File: config.mk
export PLATFORM = sky130hd
export DESIGN_NAME = alu_result_stage
export DESIGN_NICKNAME = d
export VERILOG_FILES = /design/src/rtl/alu_result_stage.sv
export SDC_FILE = /design/constraint.sdc
export NUM_CORES = 1
export LEC_CHECK = 0
export CAP_MARGIN = 10
export CORE_MARGIN = 2
export CORE_UTILIZATION = 43
export CTS_CLUSTER_SIZE = 16
export DETAILED_ROUTE_END_ITERATION = 7
export PLACE_DENSITY = 0.75
export SLEW_MARGIN = 15
export SYNTH_ARGS = -nofsm -noshare
export SYNTH_HDL_FRONTEND = slang
export SYNTH_SLANG_ARGS = --single-unit
File: constraint.sdc
create_clock -name clk -period 2 [get_ports clk]
set_clock_uncertainty 0.1 [all_clocks]
set_input_delay 0.5 -clock clk [delete_from_list [all_inputs] [get_ports clk]]
set_output_delay 0.5 -clock clk [all_outputs]
set_load 0.05 [all_outputs]
File: src/rtl/alu_result_stage.sv
// alu_result_stage: ALU result FIFO to register-file writeback plus the architectural flag register
package CPU_package;
  localparam int DATA_WIDTH = 16;
  typedef struct packed {
    logic overflow;
    logic negative;
    logic zero;
    logic carry;
  } struct_alu_flag_t;
endpackage

module alu_result_stage
  import CPU_package::*;
#(
  parameter int DATA_WIDTH = CPU_package::DATA_WIDTH,
  parameter int ADDR_WIDTH = 3,
  parameter int DEPTH      = 2
) (
  input  logic                  clk,
  input  logic                  rst,
  input  logic                  in_valid,
  output logic                  in_ready,
  input  logic [DATA_WIDTH-1:0] in_data,
  input  struct_alu_flag_t      in_flag,
  input  logic [ADDR_WIDTH-1:0] in_addr,
  input  logic                  in_wb_en,
  input  logic                  in_flag_we,
  input  logic                  flag_clr,
  output logic                  wb_valid,
  input  logic                  wb_ready,
  output logic [DATA_WIDTH-1:0] wb_data,
  output logic [ADDR_WIDTH-1:0] wb_addr,
  output struct_alu_flag_t      flags_q,
  output logic                  carry_to_alu
);
  localparam int PW = $clog2(DEPTH);
  localparam int CW = PW + 1;
  localparam logic [0:0] EMPTY    = 1'b0;
  localparam logic [0:0] NONEMPTY = 1'b1;
  logic [DATA_WIDTH-1:0] data_mem [DEPTH];
  logic [ADDR_WIDTH-1:0] addr_mem [DEPTH];
  logic [PW-1:0] wr_ptr, rd_ptr;
  logic [CW-1:0] count, count_n;
  logic [0:0] state, state_n;
  logic accept, push, pop;
  assign accept       = in_valid && in_ready;
  assign push         = accept && in_wb_en;
  assign pop          = wb_valid && wb_ready;
  assign wb_valid     = state == NONEMPTY;
  assign wb_data      = data_mem[rd_ptr];
  assign wb_addr      = addr_mem[rd_ptr];
  assign carry_to_alu = flags_q.carry;
  // next occupancy and FIFO state; no bypass, so a pop needs a pre-existing entry
  always_comb begin
    count_n = count + CW'(push) - CW'(pop);
    state_n = push ? NONEMPTY : (pop && count == CW'(1)) ? EMPTY : state;
  end
  // FIFO storage, pointers, occupancy and registered in_ready
  always_ff @(posedge clk) begin
    if (rst) begin
      for (int i = 0; i < DEPTH; i++) begin
        data_mem[i] <= '0;
        addr_mem[i] <= '0;
      end
      wr_ptr   <= '0;
      rd_ptr   <= '0;
      count    <= '0;
      state    <= EMPTY;
      in_ready <= 1'b1;
    end else begin
      if (push) begin
        data_mem[wr_ptr] <= in_data;
        addr_mem[wr_ptr] <= in_addr;
        wr_ptr           <= wr_ptr + 1'b1;
      end
      if (pop) rd_ptr <= rd_ptr + 1'b1;
      count    <= count_n;
      state    <= state_n;
      in_ready <= count_n < CW'(DEPTH);
    end
  end
  // flag register: clear wins over an accepted update, loaded at accept time
  always_ff @(posedge clk) begin
    if (rst || flag_clr) flags_q <= '0;
    else if (accept && in_flag_we) flags_q <= in_flag;
  end
endmodule

After elaboration in Yosys (flattened, before gate mapping)
Memory sizes are Yosys's and may differ from the RTL's. A register that Yosys moved wholly into a read port is not among the register bits.
Cells that the tools add are included.
- $lt $le $gt $ge: 1
- reduce and logical (&&, ||, !) cells: 9
- eq/ne operators: 1
- mux-type cells: 17
- $add $sub $neg: 4
- operators by type and width (cell ; number):
    $mux 16 ; 1
    $reduce_or 16->1 ; 1
    $mux 1 ; 15
    $logic_and 1x1->1 ; 5
    $mux 3 ; 1
    $reduce_or 3->1 ; 1
    $add 1x1->1 const B ; 2
    $add 2x1->2 ; 1
    $eq 2x1->1 const B ; 1
    $lt 2x2->1 const B ; 1
    $reduce_bool 2->1 ; 1
    $sub 2x1->2 ; 1
    $logic_or 1x1->1 ; 1
- input bits: 30
- output and inout bits: 26
- memories kept: 2
- logic and storage cells: 43
- bits in writable memories: 38
- flip-flop bits (word level): 10
- memory list (memory ; depth ; width ; rd ports ; clocked after memory_dff ; write ports ; RTL line ; RTL):
    data_mem ; 2 ; 16 ; 1 ; 1 ; 2 ; 40 ; logic [DATA_WIDTH-1:0] data_mem [DEPTH];
    addr_mem ; 2 ; 3 ; 1 ; 1 ; 2 ; 41 ; logic [ADDR_WIDTH-1:0] addr_mem [DEPTH];

Depth between registers and ports, before layout
Gate-level depths: netlist of the first run.
- depth after elaboration: 7
- depth in mapped cells: 7
- depth with buffers taken out: 6

Worst setup path after synthesis of the first run
Ideal clock, no wire load.
- path type: flip-flop to flip-flop
- start: register in_ready
- end: memory addr_mem[0][0], enable pin
- cell stages (with the launch flop): 3
- data arrival time: 1.805 ns
- clock period less this slack: 2.304 ns
- path buffers: 0
- setup slack: -0.304 ns
- library setup time: 0.399 ns
- required time: 1.501 ns
- cell sequence: dfxtp_1 -> nand3_1 -> o21bai_1
- RTL lines (element ; RTL line ; RTL):
    start, declared ; 22 ; output logic in_ready,
    start signal, assigned ; 79 ; in_ready <= count_n < CW'(DEPTH);
    end, declared ; 41 ;

==> results.yml, run 1 <==
setup_path:
  worstSetupPathType: "reg2out"
  cp_cell_sequence: "buf_6 -> mux2_2 -> buf_4"
  path_delay_family: "flip-flops"
  critPathBufInv: 2
  arrival_ns: 1.36
  critPathSlowestCell: "dfxtp_2"
  crit_required_ns: 1.40
  critPathLaunchType: "flip-flop"
  cp_slowest_stage_delay_ns: 0.38
  reg2reg_slack_ns: 0.44
  critPathMaxFanout: 7
  end_kind: "output pin"
detailed_routing:
  final_antenna_net_count: 0
  wire_per_inst_um: 14.3
  wirelength_um: 4070
  drt_iter0_drc: 61
  vias_per_cell: 4.75
  first_pass_iters: 4
  drc_errors: 0
  num_vias: 1349
global_routing:
  first_global_vias: 1388
  grt.overflow.total: 0
  grt_max_degree: 20
  grt_usage: 0.154
  grt_pass1_wl_um: 6190
  antenna_found_initial: 0
sta:
  fmax_ghz: 0.510
  slew_viol_final: 0
  setup_viol: 0
  hold_viol: 0
  hold_slack_ns: 0.442
  fin_crit_sh: 0.980
  min_period_ns: 1.96
  tns_ns: 0
  worst_pin_slew_ns: 0.252
  slew_headroom: 0.832
synthesis:
  ys_seq_area_frac: 0.646
  synth-main-ff-cell: "edfxtp_1"
  avgSynthCellArea_um2: 14.3
  synth_top_area_cell: "edfxtp_1"
  synth_top_cell_area_share: 0.542
  synth.distinct_cells: 28
  synthCells: 147
  synth-async-reset-ratio: 0
  syn-num-nets: 178
  ys_ff_latch: 49
  synth_edf_count: 38
  synth_area_leaders: "edfxtp_1 (54%), and2_1 (11%), dfxtp_1 (10%)"
  synth_area_mm2: 0.00211
  yosys_warnings: 0
floorplanning:
  die_y_um: 74.0
  ios: 56
  die_area_mm2: 0.00547
  initial_utilization: 0.446
  num_rows: 25
  die_x_um: 74.0
  core_mm2: 0.00472
clock_network:
  clock_latency_ns: 0.30
  hold_buffers: 0
  h-tree-depth: 2
  cts_buffers: 5
  cts-root-buf: "clkbuf_8"
  clk_path_buf_depth: 2
  cts.reportedPaths.clkPinSlew_ns: 0.08
  cts_num_sinks: 49
  cts_tree: "done"
finish:
  n_antenna_cell: 0
  synthToLayoutAreaGrowth_pct: 39.4
  final_layout_size_suffix_gt1_frac: 0.364
  design_area_mm2: 0.00294
  finish.net_count: 247
  post-route-util: 0.621
  fillers: 370
  final_cell_mix: "and2_1 (38), edfxtp_1 (38), buf_4 (36), clkdlybuf4s50_1 (29), mux2_2 (19)"
placement:
  dpl.hpwl_um: 2860
  gp_congestion: 0.707
  io_buffer_count: 55
  post_dp_cell_area_mm2: 0.00276
pwr:
  powerDensity_mw_per_mm2: 828
  p_clk_frac: 0.295
  comb_power_share: 0.213
  pwr-share-seq: 0.492
  internal-power_mw: 1.80
  p_switching_mw: 0.632
  leakage_nw: 1.19
  peakVddDrop_uv: 471
  sw_frac_of_total: 0.260
run:
  cap_violations: 0
outcome:
  status: "finished, final reports clean"
min_path:
  hp-class: "reg2reg"
-- synthesized netlist by cell type (all sizes together) (2+ instances only) --
cell type  count
mux2          19
buf            5
nand2          2
nor3           4
nor2           5
mux2i          4
edfxtp        38
dfxtp         11
nand3          2
clkbuf         3
and2          38
nor4b          2
xnor2          3
or2            2
-- worst min-delay path: cells and delay by family (launching register included) --
family,cells,cell delay (ns)
xor+xnor,1,0.08
flops,1,0.34
simple gates,1,0.08
-- path summary, 6_finish.rpt --
kind                                start  depth (start not counted)         end
worst max-delay path            flip-flop                          3  wb_data[1]
worst max register to register   in_ready                          6    in_ready
worst min register to register     rd_ptr                          2      rd_ptr
worst min-delay path               rd_ptr                          2      rd_ptr
-- kinds of logic (layout without fill, tap and decap cells) --
kind of cell	Yosys count	after routing	synth area share
compound gates	3	3	0.0101
xor+xnor	4	4	0.0166
fa+ha+maj	1	1	0.00594
buf+inv	8	78	0.0226
flops	49	49	0.646
mux	23	23	0.121
simple gates	59	59	0.178
-- power groups by stage --
stage	clock, mW	sequential [mW]	combinational (mW)
finish	0.716	1.20	0.517
global placement	0	1.21	0.494
floorplan	0	1.23	0.292
global route	0.761	1.20	0.548
CTS	0.729	1.19	0.508
detailed placement	0	1.22	0.503
-- registers in the layout (all words and copies together) (netlist names), named ones only --
| name | flops |
|---|---|
| addr_mem | 6 |
| carry_to_alu | 1 |
| count | 2 |
| data_mem | 32 |
| flags_q | 3 |
| in_ready | 1 |
| rd_ptr | 1 |
| wb_valid | 1 |
| wr_ptr | 1 |
-- per-layer routing --
metal / vias to the layer above / GRT usage / routed length, um
met3: 5 / 0.0488 / 282
met1: 645 / 0.168 / 1620
met2: 41 / 0.271 / 2100
met4: 0 / 0.0727 / 60
li1: 658 / - / -
met5: - / 0 / 0
-- layout make-up --
class | instances | area [um^2] | area share
Timing Repair Buffer | 70 | 634 | 0.216
Clock inverter | 1 | 30.0 | 0.0102
Clock buffer | 7 | 86.3 | 0.0294
Tap cell | 67 | 83.8 | 0.0286
Multi-Input combinational cell | 90 | 737 | 0.251
Sequential cell | 49 | 1360 | 0.465
-- what timing repair did --
item,CTS,global route
gates cloned,0,1
endpoints found under the hold margin,0,0
resized for setup,2,10
endpoints found under the setup margin,10,13
setup buffers,0,0
-- metrics by stage --
| step | std cells | setup slack, ns | power, mW |
|---|---|---|---|
| finish | 284 | 0.0409 | 2.43 |
| global placement | 275 | -0.187 | 1.71 |
| global route | 284 | -0.0142 | 2.51 |
| floorplan | 147 | 0.0986 | 1.52 |
| detailed placement | 275 | -0.311 | 1.72 |
| CTS | 283 | 0.0144 | 2.43 |
No activity file was read; power rests on OpenSTA's default activity.
==> inputs of run 2 (changes only) <==
--- a/config.mk
+++ b/config.mk
@@ -8,9 +8,11 @@
 export CAP_MARGIN = 10
 export CORE_MARGIN = 2
 export CORE_UTILIZATION = 43
+export CTS_CLUSTER_DIAMETER = 200
 export CTS_CLUSTER_SIZE = 16
 export DETAILED_ROUTE_END_ITERATION = 7
 export PLACE_DENSITY = 0.75
+export SKIP_CTS_REPAIR_TIMING = 1
 export SLEW_MARGIN = 15
 export SYNTH_ARGS = -nofsm -noshare
 export SYNTH_HDL_FRONTEND = slang
==> results.yml, run 2 (synthesis results as in run 1) <==
clock_network:
  clock_latency_ns: 0.29
  cts_tree: "done"
  cts-root-buf: "clkbuf_8"
  cts_buffers: 5
  cts.reportedPaths.clkPinSlew_ns: 0.09
  clk_path_buf_depth: 2
  cts_num_sinks: 49
  h-tree-depth: 2
global_routing:
  antenna_found_initial: 0
  grt_max_degree: 20
  grt.overflow.total: 0
  grt_usage: 0.154
  first_global_vias: 1387
  grt_pass1_wl_um: 6190
finish:
  synthToLayoutAreaGrowth_pct: 39.5
  largest_register_ff_count: 32
  final-instance-count-excl-fill: 284
  finish.net_count: 247
  n_antenna_cell: 0
  post-route-util: 0.622
  design_area_mm2: 0.00294
  largestRegisters: "data_mem: 32 flops, addr_mem: 6 flops, flags_q: 3 flops"
  final_layout_size_suffix_gt1_frac: 0.364
  top_register: "data_mem"
  fillers: 367
  final_cell_mix: "and2_1 (38), edfxtp_1 (38), buf_4 (36), clkdlybuf4s50_1 (29), mux2_2 (19)"
setup_path:
  path_delay_family: "flip-flops"
  end_kind: "output pin"
  cp_slowest_stage_delay_ns: 0.38
  critPathSlowestCell: "dfxtp_4"
  critPathMaxFanout: 6
  worstSetupPathType: "reg2out"
  critPathLaunchType: "flip-flop"
  cp_cell_sequence: "buf_6 -> mux2_2 -> buf_4"
  critPathBufInv: 2
  arrival_ns: 1.35
  crit_required_ns: 1.40
detailed_routing:
  final_antenna_net_count: 0
  top_layer: "met4"
  drt_iter0_drc: 64
  wl_met2_um: 2130
  wl_met1_um: 1600
  vias_per_cell: 4.76
  drc_errors: 0
  num_vias: 1353
  wl_met3_um: 289
  wirelength_um: 4080
  first_pass_iters: 4
  wire_per_inst_um: 14.4
sta:
  fmax_ghz: 0.514
  setup_viol: 0
  min_period_ns: 1.95
  slew_viol_final: 0
  slew_headroom: 0.832
  worst_pin_slew_ns: 0.251
  tns_ns: 0
  fin_crit_sh: 0.973
  hold_viol: 0
  hold_slack_ns: 0.446
floorplanning:
  initial_utilization: 0.446
  num_rows: 25
  core_mm2: 0.00472
  die_y_um: 74.0
  die_x_um: 74.0
  ios: 56
  die_area_mm2: 0.00547
placement:
  io_buffer_count: 55
  post_dp_cell_area_mm2: 0.00276
  gp_congestion: 0.707
  dpl.cell_count: 275
  dpl.hpwl_um: 2860
pwr:
  peakVddDrop_uv: 472
  powerDensity_mw_per_mm2: 828
  leakage_nw: 1.19
run:
  cap_violations: 0
min_path:
  hp-class: "reg2reg"
outcome:
  status: "finished, final reports clean"
==> run 2: changes by cell type in the layout (fill, tap and decap cells not counted) <==
cell	change
dfxtp_2	-1
dfxtp_4	+1
==> run 2: metal layers <==
metal  vias up  global-route usage
met4         0              0.0727
met3         5              0.0488
met2        43               0.272
met5         -                   0
li1        656                   -
met1       649               0.168
==> run 2: final timing paths <==
check / startpoint / to / slack, ns / cells past startpoint
worst max register to register: in_ready / in_ready / 0.44 / 6
worst max-delay path: flip-flop / wb_data[2] / 0.05 / 3
worst min-delay path: rd_ptr / rd_ptr / 0.45 / 2
worst min register to register: rd_ptr / rd_ptr / 0.45 / 2
==> run 2: power breakdown <==
part	internal, mW	switching, mW
combinational	0.224	0.294
sequential	1.17	0.0298
clock	0.408	0.310
==> run 2: area by class of cell <==
cell class	count	area (um^2)	area share
Multi-Input combinational cell	90	737	0.251
Clock inverter	1	30.0	0.0102
Clock buffer	7	86.3	0.0294
Timing Repair Buffer	70	634	0.216
Tap cell	67	83.8	0.0285
Sequential cell	49	1370	0.465
==> run 2: worst register-to-register path: stages, from the launching register on <==
cell     delay [ns]
dfxtp_2        0.37
and3_4         0.19
xnor2_1        0.12
ha_2           0.21
xnor2_2        0.13
nor4b_4        0.24
nor2_1         0.08
==> run 2: per-stage QoR <==
stage          setup slack (ns)  total power, mW
3_3_place_gp             -0.187             1.71
6_report                 0.0541             2.43
3_5_place_dp             -0.311             1.72
4_1_cts                 -0.0189             2.43
2_1_floorplan            0.0986             1.52
5_1_grt                -0.00424             2.51
